$ cat src/rtl/seven_seg_readback_decoder_pkg.sv
`default_nettype none
// ============================================================================
// Package     : seg_pkg
// Description : Shared constants for the seven-segment readback decoder.
//               Holds the legal active-low digit patterns (bit0=a .. bit6=g),
//               digit slot indices, the FSM state type, the seconds-tens
//               range limit and a BCD-to-binary helper.
// Revision    : 1.0 - initial release
// ============================================================================
package seg_pkg;

   // Active-low patterns, written g..a
   localparam logic [6:0] SEG_0     = 7'b1000000;
   localparam logic [6:0] SEG_1     = 7'b1111001;
   localparam logic [6:0] SEG_2     = 7'b0100100;
   localparam logic [6:0] SEG_3     = 7'b0110000;
   localparam logic [6:0] SEG_4     = 7'b0011001;
   localparam logic [6:0] SEG_5     = 7'b0010010;
   localparam logic [6:0] SEG_6     = 7'b0000010;
   localparam logic [6:0] SEG_7     = 7'b1111000;
   localparam logic [6:0] SEG_8     = 7'b0000000;
   localparam logic [6:0] SEG_9     = 7'b0010000;
   localparam logic [6:0] SEG_BLANK = 7'b1111111;

   // Digit slot indices, least significant first
   localparam logic [2:0] DIG_HUND  = 3'd0;
   localparam logic [2:0] DIG_TENTH = 3'd1;
   localparam logic [2:0] DIG_1SEC  = 3'd2;
   localparam logic [2:0] DIG_10SEC = 3'd3;
   localparam logic [2:0] DIG_1MIN  = 3'd4;
   localparam logic [2:0] DIG_10MIN = 3'd5;

   localparam logic [3:0] SECS_TENS_MAX = 4'd5;

   typedef enum logic [1:0] {
      IDLE = 2'd0,
      SCAN = 2'd1,
      DONE = 2'd2
   } state_t;

   // tens*10 + ones using shifts only
   function automatic logic [6:0] bcd2bin(input logic [3:0] tens,
                                          input logic [3:0] ones);
      logic [6:0] t;
      t = {3'b000, tens};
      return (t << 3) + (t << 1) + {3'b000, ones};
   endfunction

endpackage
`default_nettype wire

$ cat src/rtl/seven_seg_readback_decoder_digit.sv
`default_nettype none
// ============================================================================
// Module      : seg_digit_decoder
// Description : Combinational inverse of the seven-segment encoder. Maps one
//               active-low pattern to its BCD value and flags whether the
//               pattern is one of the ten legal digits.
// Ports       : i_pat   [6:0] active-low pattern, bit0=a .. bit6=g
//               o_bcd   [3:0] decoded digit (0 when illegal)
//               o_valid       1 when i_pat is a legal digit
// Revision    : 1.0 - initial release
// ============================================================================
module seg_digit_decoder
   import seg_pkg::*;
(
   input  logic [6:0] i_pat,
   output logic [3:0] o_bcd,
   output logic       o_valid
);

   always_comb begin
      o_bcd   = 4'd0;
      o_valid = 1'b1;
      case (i_pat)
         SEG_0:   o_bcd = 4'd0;
         SEG_1:   o_bcd = 4'd1;
         SEG_2:   o_bcd = 4'd2;
         SEG_3:   o_bcd = 4'd3;
         SEG_4:   o_bcd = 4'd4;
         SEG_5:   o_bcd = 4'd5;
         SEG_6:   o_bcd = 4'd6;
         SEG_7:   o_bcd = 4'd7;
         SEG_8:   o_bcd = 4'd8;
         SEG_9:   o_bcd = 4'd9;
         default: o_valid = 1'b0;
      endcase
   end

endmodule
`default_nettype wire

$ cat src/rtl/seven_seg_readback_decoder.sv
`default_nettype none
// ============================================================================
// Module      : seven_seg_readback_decoder
// Description : Reads six active-low seven-segment digit patterns back into
//               the stopwatch's binary minutes, seconds and hundredths. One
//               shared digit decoder is stepped across a captured snapshot,
//               one digit per clock, under a start/busy/done handshake.
// Ports       : clk, rst_n          clock, async active-low reset
//               start               request, sampled only when idle
//               seg_*       [6:0]   active-low digit patterns
//               busy                decode in progress
//               done                one-cycle completion pulse
//               err                 illegal / out-of-range digit seen
//               err_digit   [2:0]   index of first failing digit
//               mins [6:0], secs [5:0], decs [6:0]  decoded values
// Revision    : 1.0 - initial release
// ============================================================================
module seven_seg_readback_decoder
   import seg_pkg::*;
(
   input  logic       clk,
   input  logic       rst_n,
   input  logic       start,
   input  logic [6:0] seg_10_mins,
   input  logic [6:0] seg_1_min,
   input  logic [6:0] seg_10_secs,
   input  logic [6:0] seg_1_sec,
   input  logic [6:0] seg_tenths,
   input  logic [6:0] seg_hundredths,
   output logic       busy,
   output logic       done,
   output logic       err,
   output logic [2:0] err_digit,
   output logic [6:0] mins,
   output logic [5:0] secs,
   output logic [6:0] decs
);

   state_t     r_state;
   logic [6:0] r_snap [0:5];
   logic [3:0] r_slot [0:5];
   logic [2:0] r_idx;
   logic       r_err_pend;
   logic [2:0] r_pend_digit;
   logic       r_done;
   logic       r_err;
   logic [2:0] r_err_digit;
   logic [6:0] r_mins;
   logic [5:0] r_secs;
   logic [6:0] r_decs;

   logic [6:0] w_pat;
   logic [3:0] w_bcd;
   logic       w_valid;
   logic       w_fail;
   logic       w_err_final;
   logic [2:0] w_err_digit_final;
   logic [6:0] w_mins;
   logic [6:0] w_secs_full;
   logic [6:0] w_decs;
   logic       w_unused_secs_msb;

   // 6:1 mux feeding the single shared decoder
   always_comb begin
      w_pat = SEG_BLANK;
      case (r_idx)
         DIG_HUND:  w_pat = r_snap[0];
         DIG_TENTH: w_pat = r_snap[1];
         DIG_1SEC:  w_pat = r_snap[2];
         DIG_10SEC: w_pat = r_snap[3];
         DIG_1MIN:  w_pat = r_snap[4];
         DIG_10MIN: w_pat = r_snap[5];
         default:   w_pat = SEG_BLANK;
      endcase
   end

   seg_digit_decoder u_dec (
      .i_pat   (w_pat),
      .o_bcd   (w_bcd),
      .o_valid (w_valid)
   );

   assign w_fail = ~w_valid | ((r_idx == DIG_10SEC) && (w_bcd > SECS_TENS_MAX));

   // The last scan step (10-mins digit) folds straight into the results so
   // that outputs, err and done all become visible in the same cycle.
   assign w_err_final       = r_err_pend | w_fail;
   assign w_err_digit_final = r_err_pend ? r_pend_digit : r_idx;

   assign w_mins      = bcd2bin(w_bcd, r_slot[4]);
   assign w_secs_full = bcd2bin(r_slot[3], r_slot[2]);
   assign w_decs      = bcd2bin(r_slot[1], r_slot[0]);
   // Seconds never exceed 59 on an error-free decode, so bit 6 is always 0
   assign w_unused_secs_msb = w_secs_full[6];

   always_ff @(posedge clk or negedge rst_n) begin
      if (!rst_n) begin
         r_state      <= IDLE;
         r_idx        <= 3'd0;
         r_err_pend   <= 1'b0;
         r_pend_digit <= 3'd0;
         r_done       <= 1'b0;
         r_err        <= 1'b0;
         r_err_digit  <= 3'd0;
         r_mins       <= 7'd0;
         r_secs       <= 6'd0;
         r_decs       <= 7'd0;
         for (int i = 0; i < 6; i++) begin
            r_snap[i] <= SEG_BLANK;
            r_slot[i] <= 4'd0;
         end
      end else begin
         case (r_state)
            IDLE: begin
               r_done <= 1'b0;
               if (start) begin
                  r_snap[0]    <= seg_hundredths;
                  r_snap[1]    <= seg_tenths;
                  r_snap[2]    <= seg_1_sec;
                  r_snap[3]    <= seg_10_secs;
                  r_snap[4]    <= seg_1_min;
                  r_snap[5]    <= seg_10_mins;
                  r_err        <= 1'b0;
                  r_err_digit  <= 3'd0;
                  r_err_pend   <= 1'b0;
                  r_pend_digit <= 3'd0;
                  r_idx        <= 3'd0;
                  r_state      <= SCAN;
               end
            end
            SCAN: begin
               r_slot[r_idx] <= w_bcd;
               // First failure wins; later ones leave the index untouched
               if (w_fail && !r_err_pend) begin
                  r_err_pend   <= 1'b1;
                  r_pend_digit <= r_idx;
               end
               if (r_idx == DIG_10MIN) begin
                  r_state     <= DONE;
                  r_done      <= 1'b1;
                  r_err       <= w_err_final;
                  r_err_digit <= w_err_final ? w_err_digit_final : 3'd0;
                  if (!w_err_final) begin
                     r_mins <= w_mins;
                     r_secs <= w_secs_full[5:0];
                     r_decs <= w_decs;
                  end
               end else begin
                  r_idx <= r_idx + 3'd1;
               end
            end
            DONE: begin
               r_done  <= 1'b0;
               r_state <= IDLE;
            end
            default: begin
               r_done  <= 1'b0;
               r_state <= IDLE;
            end
         endcase
      end
   end

   assign busy      = (r_state == SCAN);
   assign done      = r_done;
   assign err       = r_err;
   assign err_digit = r_err_digit;
   assign mins      = r_mins;
   assign secs      = r_secs;
   assign decs      = r_decs;

endmodule
`default_nettype wire

$ cat config.mk
export PLATFORM = sky130hd
export DESIGN_NAME = seven_seg_readback_decoder
export DESIGN_NICKNAME = d
export VERILOG_FILES = /design/src/rtl/seven_seg_readback_decoder_pkg.sv /design/src/rtl/seven_seg_readback_decoder_digit.sv /design/src/rtl/seven_seg_readback_decoder.sv
export SDC_FILE = /design/constraint.sdc
export NUM_CORES = 1
export LEC_CHECK = 0
export BUFFER_PORTS_ARGS = -buffer_cell sky130_fd_sc_hd__buf_2
export CORE_MARGIN = 2
export CORE_UTILIZATION = 50
export CTS_CLUSTER_DIAMETER = 80
export DETAILED_ROUTE_END_ITERATION = 12
export PLACE_DENSITY = 0.72
export SYNTH_ARGS = -nofsm -noshare
export SYNTH_HDL_FRONTEND = slang
export SYNTH_HIERARCHICAL = 1
export SYNTH_SLANG_ARGS = --single-unit
$ cat constraint.sdc
create_clock -name clk -period 5.33 [get_ports clk]
set_clock_uncertainty 0.2 [all_clocks]
set_input_delay 0.533 -clock clk [delete_from_list [all_inputs] [get_ports clk]]
set_output_delay 0.533 -clock clk [all_outputs]
set_load 0.02 [all_outputs]
==> out/metrics.cfg <==
[outcome]
status = complete, no violations

[power_and_ir_drop]
peakVddDrop_v = 0.0002641
pwr-share-comb_pct = 44.4
power_frac_clock_pct = 14.5
swShare_pct = 38.63
p_int_uw = 1973
p_per_area_mw_per_mm2 = 570.4
seq_power_share_pct = 41.1
p_sw_uw = 1242
leakage_uw = 0.002717

[detailed_routing]
post_drt_wl_per_cell_um = 15.74
viasPerCell = 5.412
vias = 3220
drtAntennaViolNets = 0
dr.pass1.iters = 5
first_iter_violations = 131
drt-total-wl_mm = 9.365
drc = 0

[sta]
setup_slack_ns = 0.5825
rsz0062_at_grt = no
fin_crit_sh_pct = 89.07
hold_viol = 0
post-route-min-period_ns = 4.747
setup_viol = 0
max_slew_margin_pct = 53.91
finalSetupTns_ns = 0
final_max_slew_viol_count = 0
max_freq_mhz = 210.6
worst_slew_pin_slew_ns = 0.6883

[setup_path]
critPathBufInv = 2
crit_start = r_idx[0]$_DFFE_PN0P_
endpoint = mins[6]$_DFFE_PN0P_
crit_path_start_kind = flop
rrSetupSlack_ns = 0.58
reg2reg_depth = 15
crit_chain = inv_1, ha_1, and2_1, a222oi_1, o211ai_1, or3_4, a21oi_2, o211a_1, inv_1, fa_1, fa_1, nand2b_1, a21oi_1, xor2_1, mux2_4
crit_path_end_kind = flop
rr_endpoint = mins[6]$_DFFE_PN0P_
critical_path.max_fanout = 10
cp_data_arrival_time_ns = 4.80
rr_startpoint = r_idx[0]$_DFFE_PN0P_
max_stage_delay_ns = 0.53
path_delay_family = adder cells
required_ns = 5.39
crit_type = reg2reg
path_depth = 15
crit_path_top_delay_cell = dfrtp_1

[clock_tree]
ctsHoldBuffers = 1
post_cts_buffers = 0
cts_tree = yes
insertion_delay_ns = 0.36
htreeDepth = 3
cts.repair.resized = 0
cts.sinks = 96
clkTransAtPathRegs_ns = 0.10
cts_buffers = 9
clock-root-buffer = clkbuf_8
cts_max_path_buffers = 2

[finish]
final_area_mm2 = 0.005637
n_fill_cell = 835
n_antenna_cell = 0
finalNetCount = 533
syn_to_final_growth_pct = 12.43
drive_above_1_share_pct = 44.81

[synthesis]
yosysTopAreaCell = dfrtp_1
synthDistinctLibCells = 55
syn_nets = 467
ys_ff_latch = 96
synth_common_cells = dfrtp_1 (54), mux2_2 (51), dfstp_2 (42), ha_1 (25), inv_1 (24)
yosys_warnings = 6
synth-edff-count = 0
ys_seq_area_share_pct = 48.96
yosysTopAreaCellShare_pct = 26.95
synth_area_mm2 = 0.005014
synthArstFlopShare_pct = 100.0
synthTopCellsByArea = dfrtp_1 (27%), dfstp_2 (22%), mux2_2 (11%), ha_1 (6.2%), mux2_1 (3.8%)
avgSynthCellArea_um2 = 12.82
syn_inst = 391
ys.flop_type = dfrtp_1
yosysMostFrequentCell = dfrtp_1

[global_route]
grt_pass1_vias = 3349
track_usage_pct = 18.51
grt_first_pass_wirelength_mm = 16.18
grtUsageMet3_pct = 3.759
grt_max_degree = 50
use_met2_pct = 30.78
met1_usage_pct = 24.36
gr-total-overflow = 0
busiest_layer = met2
antenna_found_initial = 0

[floorplanning]
die_h_um = 104.1
dieArea_mm2 = 0.01084
pin_count = 71
core.rowCount = 36
die_w_um = 104.1
initial_utilization_pct = 51.29
core_area_mm2 = 0.009774

[place]
dp_hpwl_mm = 6.987
placedInstanceArea_mm2 = 0.005434
globalplace.congestion = 0.8420
place_ws_ns = 0.6034
port-buffer-count = 70

[job]
max-cap-violations = 0

[worst_hold_path]
worstHoldPathType = in2reg
min-delay-start = seg_hundredths[6]

## layout make-up
type	instances	area, µm²	area share (%)
flip-flops and latches	96	2455	43.55
multi-input cells	250	2332	41.38
repair buffers	76	400.4	7.103
well taps	133	166.4	2.952
clock buffers	10	137.6	2.442
inverters	24	90.09	1.598
clock inverters	6	55.05	0.9767
## worst register-to-register path, delay by kind of cell (launching register included)
family	cells	cell delay, ns
adder cells (fa/ha/maj)	3	1.34
AND/OR/NAND/NOR	3	0.90
flip-flops	1	0.53
multiplexers	1	0.25
buffers and inverters	2	0.25
AO/OA/AOI/OAI	5	1.11
XOR/XNOR	1	0.08
## stage by stage
step,hold WS [ns],std cells,total power (µW),util [%]
floorplan,0.03741,391,2460,-
global placement,0.2619,578,2705,55.59
detailed placement,0.2692,578,2768,55.59
CTS,0.1735,595,3247,57.67
global route,0.1691,595,3483,57.67
finish,0.1979,595,3215,57.67
## power by group through the flow
stage | clock network, µW | registers (µW) | logic, µW
floorplan | 0 | 1290 | 1170
global placement | 0 | 1330 | 1370
detailed placement | 0 | 1340 | 1430
CTS | 486 | 1320 | 1440
global route | 517 | 1360 | 1610
finish | 465 | 1320 | 1430
## flip-flops by register name (all words and copies together) (netlist names), 2 cells and up
| signal | count |
|---|---|
| decs | 7 |
| err_digit | 3 |
| mins | 7 |
| r_idx | 3 |
| r_pend_digit | 3 |
| r_slot | 20 |
| r_snap | 42 |
| r_state | 2 |
| secs | 6 |
## layer usage
metal | wire length (µm) | up-vias
li1 | - | 1549
met1 | 4260 | 1582
met2 | 4647 | 82
met3 | 369 | 7
met4 | 89 | 0
met5 | 0 | -
## worst min path at each step
stage	to	depth (start not counted)
6_report	r_snap[41]$_DFFE_PN1P_	2
5_1_grt	r_snap[0]$_DFFE_PN1P_	2
4_1_cts	r_snap[40]$_DFFE_PN1P_	2
3_5_place_dp	secs[1]$_DFFE_PN0P_	1
3_3_place_gp	mins[0]$_DFFE_PN0P_	1
2_1_floorplan	decs[0]$_DFFE_PN0P_	0
## cells in the final DEF, fill, tap and decap left out, drive strengths merged, types with 5 or more instances in the layout
| master | count |
|---|---|
| mux2 | 80 |
| a21oi | 14 |
| nor2 | 10 |
| fa | 6 |
| nand2 | 14 |
| dfstp | 42 |
| inv | 30 |
| dfrtp | 54 |
| clkbuf | 10 |
| o211ai | 9 |
| a22oi | 6 |
| xnor2 | 9 |
| o21ai | 7 |
| a222oi | 6 |
| buf | 75 |
| nand3 | 12 |
| ha | 25 |
| a22o | 5 |
## cell families after synthesis
family / after synthesis / share of synthesized area (%)
mux: 84 / 19.67
xor+xnor: 10 / 1.747
simple gates: 61 / 6.739
flops: 96 / 48.96
buf+inv: 45 / 4.617
fa+ha+maj: 31 / 8.635
compound gates: 64 / 9.633
Note: power is estimated with default switching activity, not from simulation.
